--- config.mk ---
export PLATFORM = sky130hd
export DESIGN_NAME = sequenciador_chave
export DESIGN_NICKNAME = d
export VERILOG_FILES = /design/src/rtl/sequenciador_chave_pkg.sv /design/src/rtl/sequenciador_chave_funcao_g.sv /design/src/rtl/sequenciador_chave.sv
export SDC_FILE = /design/constraint.sdc
export NUM_CORES = 1
export LEC_CHECK = 0
export ABC_AREA = 1
export BUFFER_PORTS_ARGS = -buffer_cell sky130_fd_sc_hd__buf_2
export CAP_MARGIN = 10
export CORE_ASPECT_RATIO = 1.4
export CORE_UTILIZATION = 55
export CTS_CLUSTER_SIZE = 14
export DETAILED_ROUTE_END_ITERATION = 10
export PLACE_DENSITY = 0.8
export SLEW_MARGIN = 20
export SYNTH_ARGS = -nofsm -noshare
export SYNTH_HDL_FRONTEND = slang
export SYNTH_SLANG_ARGS = --single-unit
--- constraint.sdc ---
create_clock -name clk -period 2.75 [get_ports clk]
set_clock_uncertainty 0.1 [all_clocks]
set_input_delay 0 -clock clk [delete_from_list [all_inputs] [get_ports clk]]
set_output_delay 0 -clock clk [all_outputs]
set_load 0.005 [all_outputs]
--- src/rtl/sequenciador_chave_pkg.sv ---
// Shared AES-128 key-schedule constants: word/key widths, S-box, Rcon and the
// sequencer state encoding.
package sequenciador_chave_pkg;

    localparam int AES_WORD_W = 32;
    localparam int AES_KEY_W  = 128;
    localparam int RODADA_W   = 4;

    typedef enum logic [1:0] {
        OCIOSO  = 2'd0,
        EXPANDE = 2'd1,
        FIM     = 2'd2
    } estado_t;

    // Forward AES S-box, entry 0 in the most significant byte.
    localparam logic [0:255][7:0] SBOX = {
        128'h637c777bf26b6fc53001672bfed7ab76,
        128'hca82c97dfa5947f0add4a2af9ca472c0,
        128'hb7fd9326363ff7cc34a5e5f171d83115,
        128'h04c723c31896059a071280e2eb27b275,
        128'h09832c1a1b6e5aa0523bd6b329e32f84,
        128'h53d100ed20fcb15b6acbbe394a4c58cf,
        128'hd0efaafb434d338545f9027f503c9fa8,
        128'h51a3408f929d38f5bcb6da2110fff3d2,
        128'hcd0c13ec5f974417c4a77e3d645d1973,
        128'h60814fdc222a908846eeb814de5e0bdb,
        128'he0323a0a4906245cc2d3ac629195e479,
        128'he7c8376d8dd54ea96c56f4ea657aae08,
        128'hba78252e1ca6b4c6e8dd741f4bbd8b8a,
        128'h703eb5664803f60e613557b986c11d9e,
        128'he1f8981169d98e949b1e87e9ce5528df,
        128'h8ca1890dbfe6426841992d0fb054bb16
    };

    // Round constants indexed by round number; unused slots are zero.
    localparam logic [0:15][7:0] RCON = {
        8'h00, 8'h01, 8'h02, 8'h04, 8'h08, 8'h10, 8'h20, 8'h40,
        8'h80, 8'h1b, 8'h36, 8'h00, 8'h00, 8'h00, 8'h00, 8'h00
    };

    function automatic logic [7:0] sbox_lookup(input logic [7:0] b);
        return SBOX[b];
    endfunction

endpackage

--- src/rtl/sequenciador_chave_funcao_g.sv ---
// Key-schedule g function: RotWord, SubWord and the round-constant XOR.
module funcao_g
    import sequenciador_chave_pkg::*;
(
    input  logic [AES_WORD_W-1:0] palavra,
    input  logic [RODADA_W-1:0]   rodada,
    output logic [AES_WORD_W-1:0] t
);

    logic [AES_WORD_W-1:0] rot_s;
    logic [AES_WORD_W-1:0] sub_s;

    // Rotate left by one byte, then substitute each byte through the S-box
    always_comb begin
        rot_s = {palavra[23:0], palavra[31:24]};
        sub_s = {sbox_lookup(rot_s[31:24]), sbox_lookup(rot_s[23:16]),
                 sbox_lookup(rot_s[15:8]),  sbox_lookup(rot_s[7:0])};
    end

    assign t = sub_s ^ {RCON[rodada], 24'h000000};

endmodule

--- src/rtl/sequenciador_chave.sv ---
// AES-128 round-key sequencer: emits round keys 0..N_RODADAS one per accepted
// handshake, with stall, abort and a completion pulse.
module sequenciador_chave
    import sequenciador_chave_pkg::*;
#(
    parameter int N_RODADAS = 10
) (
    input  logic                 clk,
    input  logic                 rst_n,
    input  logic                 inicio,
    input  logic [AES_KEY_W-1:0] chave,
    input  logic                 cancelar,
    input  logic                 pronto,
    output logic                 valido,
    output logic [AES_KEY_W-1:0] chave_rodada,
    output logic [RODADA_W-1:0]  rodada,
    output logic                 ocupado,
    output logic                 concluido
);

    localparam logic [RODADA_W-1:0] ULTIMA = RODADA_W'(N_RODADAS);

    estado_t               estado_r;
    logic [AES_KEY_W-1:0]  chave_r;
    logic [RODADA_W-1:0]   rodada_r;
    logic                  valido_r;
    logic                  ocupado_r;
    logic                  concluido_r;

    logic [AES_WORD_W-1:0] t_s;
    logic [RODADA_W-1:0]   prox_rodada_s;
    logic [AES_WORD_W-1:0] n0_s, n1_s, n2_s, n3_s;
    logic [AES_KEY_W-1:0]  prox_chave_s;

    assign prox_rodada_s = rodada_r + 4'd1;

    funcao_g u_funcao_g (
        .palavra (chave_r[31:0]),
        .rodada  (prox_rodada_s),
        .t       (t_s)
    );

    // Next round key: XOR chain across the four words of the current key
    always_comb begin
        n0_s         = chave_r[127:96] ^ t_s;
        n1_s         = chave_r[95:64]  ^ n0_s;
        n2_s         = chave_r[63:32]  ^ n1_s;
        n3_s         = chave_r[31:0]   ^ n2_s;
        prox_chave_s = {n0_s, n1_s, n2_s, n3_s};
    end

    // Sequencing FSM: start capture, round stepping, completion pulse and abort
    always_ff @(posedge clk or negedge rst_n) begin
        if (!rst_n) begin
            estado_r    <= OCIOSO;
            chave_r     <= 128'd0;
            rodada_r    <= 4'd0;
            valido_r    <= 1'b0;
            ocupado_r   <= 1'b0;
            concluido_r <= 1'b0;
        end else begin
            case (estado_r)
                OCIOSO: begin
                    concluido_r <= 1'b0;
                    if (inicio && !cancelar) begin
                        estado_r  <= EXPANDE;
                        chave_r   <= chave;
                        rodada_r  <= 4'd0;
                        valido_r  <= 1'b1;
                        ocupado_r <= 1'b1;
                    end else begin
                        valido_r  <= 1'b0;
                        ocupado_r <= 1'b0;
                    end
                end
                EXPANDE: begin
                    if (cancelar) begin
                        estado_r    <= OCIOSO;
                        valido_r    <= 1'b0;
                        ocupado_r   <= 1'b0;
                        concluido_r <= 1'b0;
                    end else if (valido_r && pronto) begin
                        if (rodada_r < ULTIMA) begin
                            chave_r  <= prox_chave_s;
                            rodada_r <= prox_rodada_s;
                        end else begin
                            estado_r    <= FIM;
                            valido_r    <= 1'b0;
                            concluido_r <= 1'b1;
                        end
                    end else begin
                        concluido_r <= 1'b0;
                    end
                end
                FIM: begin
                    // Completion pulse lasts only this state; cancel lands in the same place
                    estado_r    <= OCIOSO;
                    valido_r    <= 1'b0;
                    ocupado_r   <= 1'b0;
                    concluido_r <= 1'b0;
                end
                default: begin
                    estado_r    <= OCIOSO;
                    valido_r    <= 1'b0;
                    ocupado_r   <= 1'b0;
                    concluido_r <= 1'b0;
                end
            endcase
        end
    end

    assign valido       = valido_r;
    assign chave_rodada = chave_r;
    assign rodada       = rodada_r;
    assign ocupado      = ocupado_r;
    assign concluido    = concluido_r;

endmodule

==> impl_metrics.ini, run 1 <==
[status]
outcome = stopped before the end
haltStage = 5_1_grt
error_line = [ERROR GRT-0232] Routing congestion too high. Check the congestion heatmap in the GUI.

[floorplanning]
rows = 83
io_pins = 268
die_x_um = 165.3
start_util = 0.5586
die-height_um = 230.6

[placement]
dp.final_hpwl_mm = 76.67
portBuffers = 267
dp_slack_ns = -0.2566
placed_area_um2 = 24820
place.gp.congestion = 1.191

[sta]
worst-ep-kind = register data pin
repair-timing-grt-worst-ep = chave_rodada[31]$_DFFE_PN0P_/D

[logic_synthesis]
yosysWarnings = 0
synth_mux_area_frac = 0
synth_top_family_by_area = simple AND/OR/NAND/NOR gates
ys_seq_elements = 137
synthesis.nets = 3993
syn-mean-instance-area_um2 = 5.409
synthCells = 3797
synth.distinct_cells = 36
synth-seq-area-share = 0.1669
netlist_area_um2 = 20540
synth_compound_area_frac = 0.1095
yosys.area_share.simple = 0.5752
synthXorXnorAreaFrac = 0.002559
synth_fa_ha_area_frac = 0.03875

[clocking]
cts_made_buffers = 17
clock_sinks = 137
cts_root_buf = clkbuf_16
clk_path_buf_depth = 2
htreeDepth = 4

[global_route]
grt-ovfl-total = 122
grt_max_degree = 155
grt_usage = 0.7908
## layer usage
metal,GRT overflow,global-route usage
met5,0,0.2553
met4,48,0.7864
met3,0,0.6211
met2,73,0.9465
met1,1,0.8098
## cell usage after synthesis, drive strengths merged
cell type  instances  area (um2)
and3               1       6.260
o211ai            16       120.1
o21a               1       7.510
o21bai             1       7.510
ha                62       775.7
fa                 1       20.02
clkinv             8       30.03
o31ai              1       7.510
o22ai             95       594.3
nand3           1211        6081
nand4             24       150.1
nand2           1188        4539
dfrtp            137        3428
inv              219       827.0
clkbuf            88       331.6
nand3b             4       30.03
nor3               3       15.01
or2                3       18.77
o21ai            148       740.7
a31oi              4       25.02
buf              175        1008
nor2             254       973.4
a21oi            147       747.0
xor2               6       52.55
## stage by stage
step | TNS, ns | instances | hold slack, ns
after floorplan | 0 | 3797 | -0.3956
after global placement | -3.895 | 4684 | -0.04277
after detailed placement | -7.153 | 4684 | -0.04380
after CTS | -0.1244 | 4859 | 0.03970
## kinds of logic after synthesis
group,count (synthesis)
fa+ha+maj,63
flops,137
buf+inv,490
compound gates,413
simple gates,2688
xor+xnor,6
## repair_timing
item / CTS
resized for setup: 143
setup endpoints to repair: 78
setup buffers: 10
hold buffers: 133
pin swaps: 10
hold endpoints to repair: 270
==> inputs of run 2 (changes only) <==
--- a/config.mk
+++ b/config.mk
@@ -8,11 +8,9 @@
 export ABC_AREA = 1
 export BUFFER_PORTS_ARGS = -buffer_cell sky130_fd_sc_hd__buf_2
 export CAP_MARGIN = 10
-export CORE_ASPECT_RATIO = 1.4
-export CORE_UTILIZATION = 55
-export CTS_CLUSTER_SIZE = 14
+export CORE_UTILIZATION = 40
 export DETAILED_ROUTE_END_ITERATION = 10
-export PLACE_DENSITY = 0.8
+export PLACE_DENSITY_LB_ADDON = 0.15
 export SLEW_MARGIN = 20
 export SYNTH_ARGS = -nofsm -noshare
 export SYNTH_HDL_FRONTEND = slang
==> constraint.sdc (replaced) <==
create_clock -name clk -period 3.6 [get_ports clk]
set_clock_uncertainty 0.1 [all_clocks]
set_input_delay 0 -clock clk [delete_from_list [all_inputs] [get_ports clk]]
set_output_delay 0 -clock clk [all_outputs]
set_load 0.005 [all_outputs]
==> run 2 against run 1 <==
The run now ends clean. Synthesized area did not move. Synthesized cell count stayed put.
==> impl_metrics.ini, run 2 <==
[status]
outcome = completed

[floorplanning]
die-height_um = 228.6
die_x_um = 228.6
die_area_um2 = 52250
rows = 82
io_pins = 268
coreArea_um2 = 50380
start_util = 0.4077

[layout]
fin_area_um2 = 24280
finalNetCount = 4248
largest_register_ffs = 128
drive_gt1_frac = 0.1161
area_growth_pct = 18.22
layout_common_cells = 1207 x nand3_1, 1157 x nand2_1, 266 x buf_2
final_common_cell = nand3_1

[sta]
rsz0062_at_grt = false
hold_ws_ns = 0.05016
fin_setup_tns_ns = 0
final_min_period_over_clock_period = 0.9491
tightest_slew_ns = 1.041
hold_viol = 0
slew_viol_final = 0
worst_slack_ns = 0.1834
fmax_mhz = 292.7
finalSetupViolations = 0
relSlewSlack = 0.2989
layout_min_cycle_time_ns = 3.417

[logic_synthesis]
synth.most_common_cell = nand3_1
synth_ff_type = dfrtp_1
synth_mux_area_frac = 0
synth_top_area_cell = nand3_1
synth_area_leaders = nand3_1 29%, nand2_1 21%, dfrtp_1 17%
netlist_area_um2 = 20540
ys_async_sr_fraction = 1.000
synth.distinct_cells = 36
synthXorXnorAreaFrac = 0.002559
synth_top_area_share = 0.2941
synth_edf_count = 0
synthesis.nets = 3993
syn-mean-instance-area_um2 = 5.409
ys_seq_elements = 137
synth_top_family_by_area = simple AND/OR/NAND/NOR gates
synth_compound_area_frac = 0.1095
synth-seq-area-share = 0.1669
synth_fa_ha_area_frac = 0.03875
synthCells = 3797
synth_common_cells = 1207 x nand3_1, 1158 x nand2_1, 246 x nor2_1, 204 x inv_1, 144 x a21oi_1
yosysWarnings = 0
yosys.area_share.simple = 0.5752

[placement]
portBuffers = 267
place.gp.congestion = 1.082
dp_slack_ns = 0.3454
placed_area_um2 = 22290
dp.final_hpwl_mm = 73.37

[worst_setup_path]
worstReg2RegStart = chave_rodada[16]
start_kind = register
critPathMaxStageDelay_ns = 0.46
crit_chain = clkinvlp_4, ha_2, inv_1, nand2_2, nand2_1, inv_1, nand2_1, nand3_1, nand2_1, nor2_1, nand2_1, nand3_1, nand2_1, nand2_1, nand3_1, nand3_1, nand2_1, nand2_1, nand3_1, nand2_1, nand2_1
crit_path_start = chave_rodada[16]
required_ns = 3.87
cp_slowest_cell = ha_2
cp_max_fo = 10
crit_arrival_ns = 3.68
worstSetupPathType = reg2reg
crit_path_frequent_cell = nand2_1
cp-end-kind = register

[global_route]
met1_usage = 0.5047
met2_usage = 0.5691
antenna_found_initial = 6
grt_max_degree = 147
grt_pass1_wl_mm = 157.9
grt_usage = 0.3834
grt_pass1_vias = 26530
met3_usage = 0.09793
grt_busiest_layer = met2
grt-ovfl-total = 0

[pwr]
irDropWorstVdd_mv = 0.5750
leakagePower_nw = 12.46
power_density_nw_per_um2 = 995.9
finalPower_mw = 24.18

[clocking]
cts_tree = built
clock_sinks = 137
htreeDepth = 4
cts.clk_slew.worst_paths_ns = 0.08
clk_path_buf_depth = 2
cts_made_buffers = 17
worstSkewPairLatency_ns = 0.49
cts_root_buf = clkbuf_16
postCtsSetupBuffers = 0

[detailed_routing]
drt_iter0_markers = 4505
drcViolationCount = 0
routed_wl_mm = 103.5
wire_per_inst_um = 21.83
vias = 29200
first_pass_iters = 7
final_antenna_net_count = 0
avgViaCountPerCell = 6.159

[flow_run]
cap_violations = 0

[min_path]
worstHoldPathType = in2async
==> run 2: cell counts after synthesis <==
Identical to the previous run, type by type.
==> run 2: layout make-up <==
class	count	area, um2
Tap cell	672	840.8
Clock inverter	10	165.2
Fill cell	5557	26100
Timing Repair Buffer	499	3555
Antenna cell	5	12.51
Clock buffer	22	474.2
Multi-Input combinational cell	3170	14930
Sequential cell	137	3435
Inverter	227	867.1
==> run 2: path summary, 6_finish.rpt <==
path                                          to  slack [ns]  cells after the start
worst max-delay path            chave_rodada[24]        0.18                     21
worst min-delay path            chave_rodada[15]        0.05                      2
worst max register to register  chave_rodada[24]        0.18                     21
worst min register to register            valido        0.42                      1
max in group asynchronous        chave_rodada[3]        2.32                      3
min in group clk                chave_rodada[37]        0.27                      4
==> run 2: metrics by stage <==
| stage | cells | utilization |
|---|---|---|
| after global routing | 4740 | 0.4818 |
| final | 4742 | 0.4819 |
| after detailed placement | 4572 | 0.4424 |
| after global placement | 4572 | 0.4424 |
| after CTS | 4737 | 0.4815 |
| after floorplan | 3797 | - |
==> run 2: kinds of logic (layout without fill, tap and decap cells) <==
kind of cell,Yosys count,after routing
adders and majority gates,63,63
AOI/OAI and AO/OA,413,413
buffers and inverters,490,758
and+or+nand+nor,2688,2688
other,0,5
xor gates and xnor gates,6,6
DFF,137,137
==> run 2: routing by layer <==
| metal | routed length (um) | vias to the layer above |
|---|---|---|
| met5 | 24 | - |
| met1 | 40860 | 13200 |
| met4 | 6356 | 4 |
| met3 | 12690 | 461 |
| met2 | 43600 | 2176 |
| li1 | - | 13360 |
==> run 2: power breakdown <==
group | switching (mW) | internal [mW] | total [mW]
sequential | 0.517 | 2.07 | 2.59
clock | 0.803 | 1.22 | 2.02
combinational | 13.7 | 5.90 | 19.6
==> run 2: what timing repair did <==
| item | in CTS | in global routing |
|---|---|---|
| hold buffers | 133 | 0 |
| resized for setup | 0 | 3 |
| hold endpoints to repair | 203 | 0 |
| setup endpoints to repair | 0 | 4 |
==> run 2: worst max-delay path: cells and delay by family, from the launching register on <==
family / cells / cell delay (ns)
simple gates: 17 / 1.80
buf+inv: 3 / 0.54
fa+ha+maj: 1 / 0.46
flops: 1 / 0.39
Power figures use the tool's default switching activity.
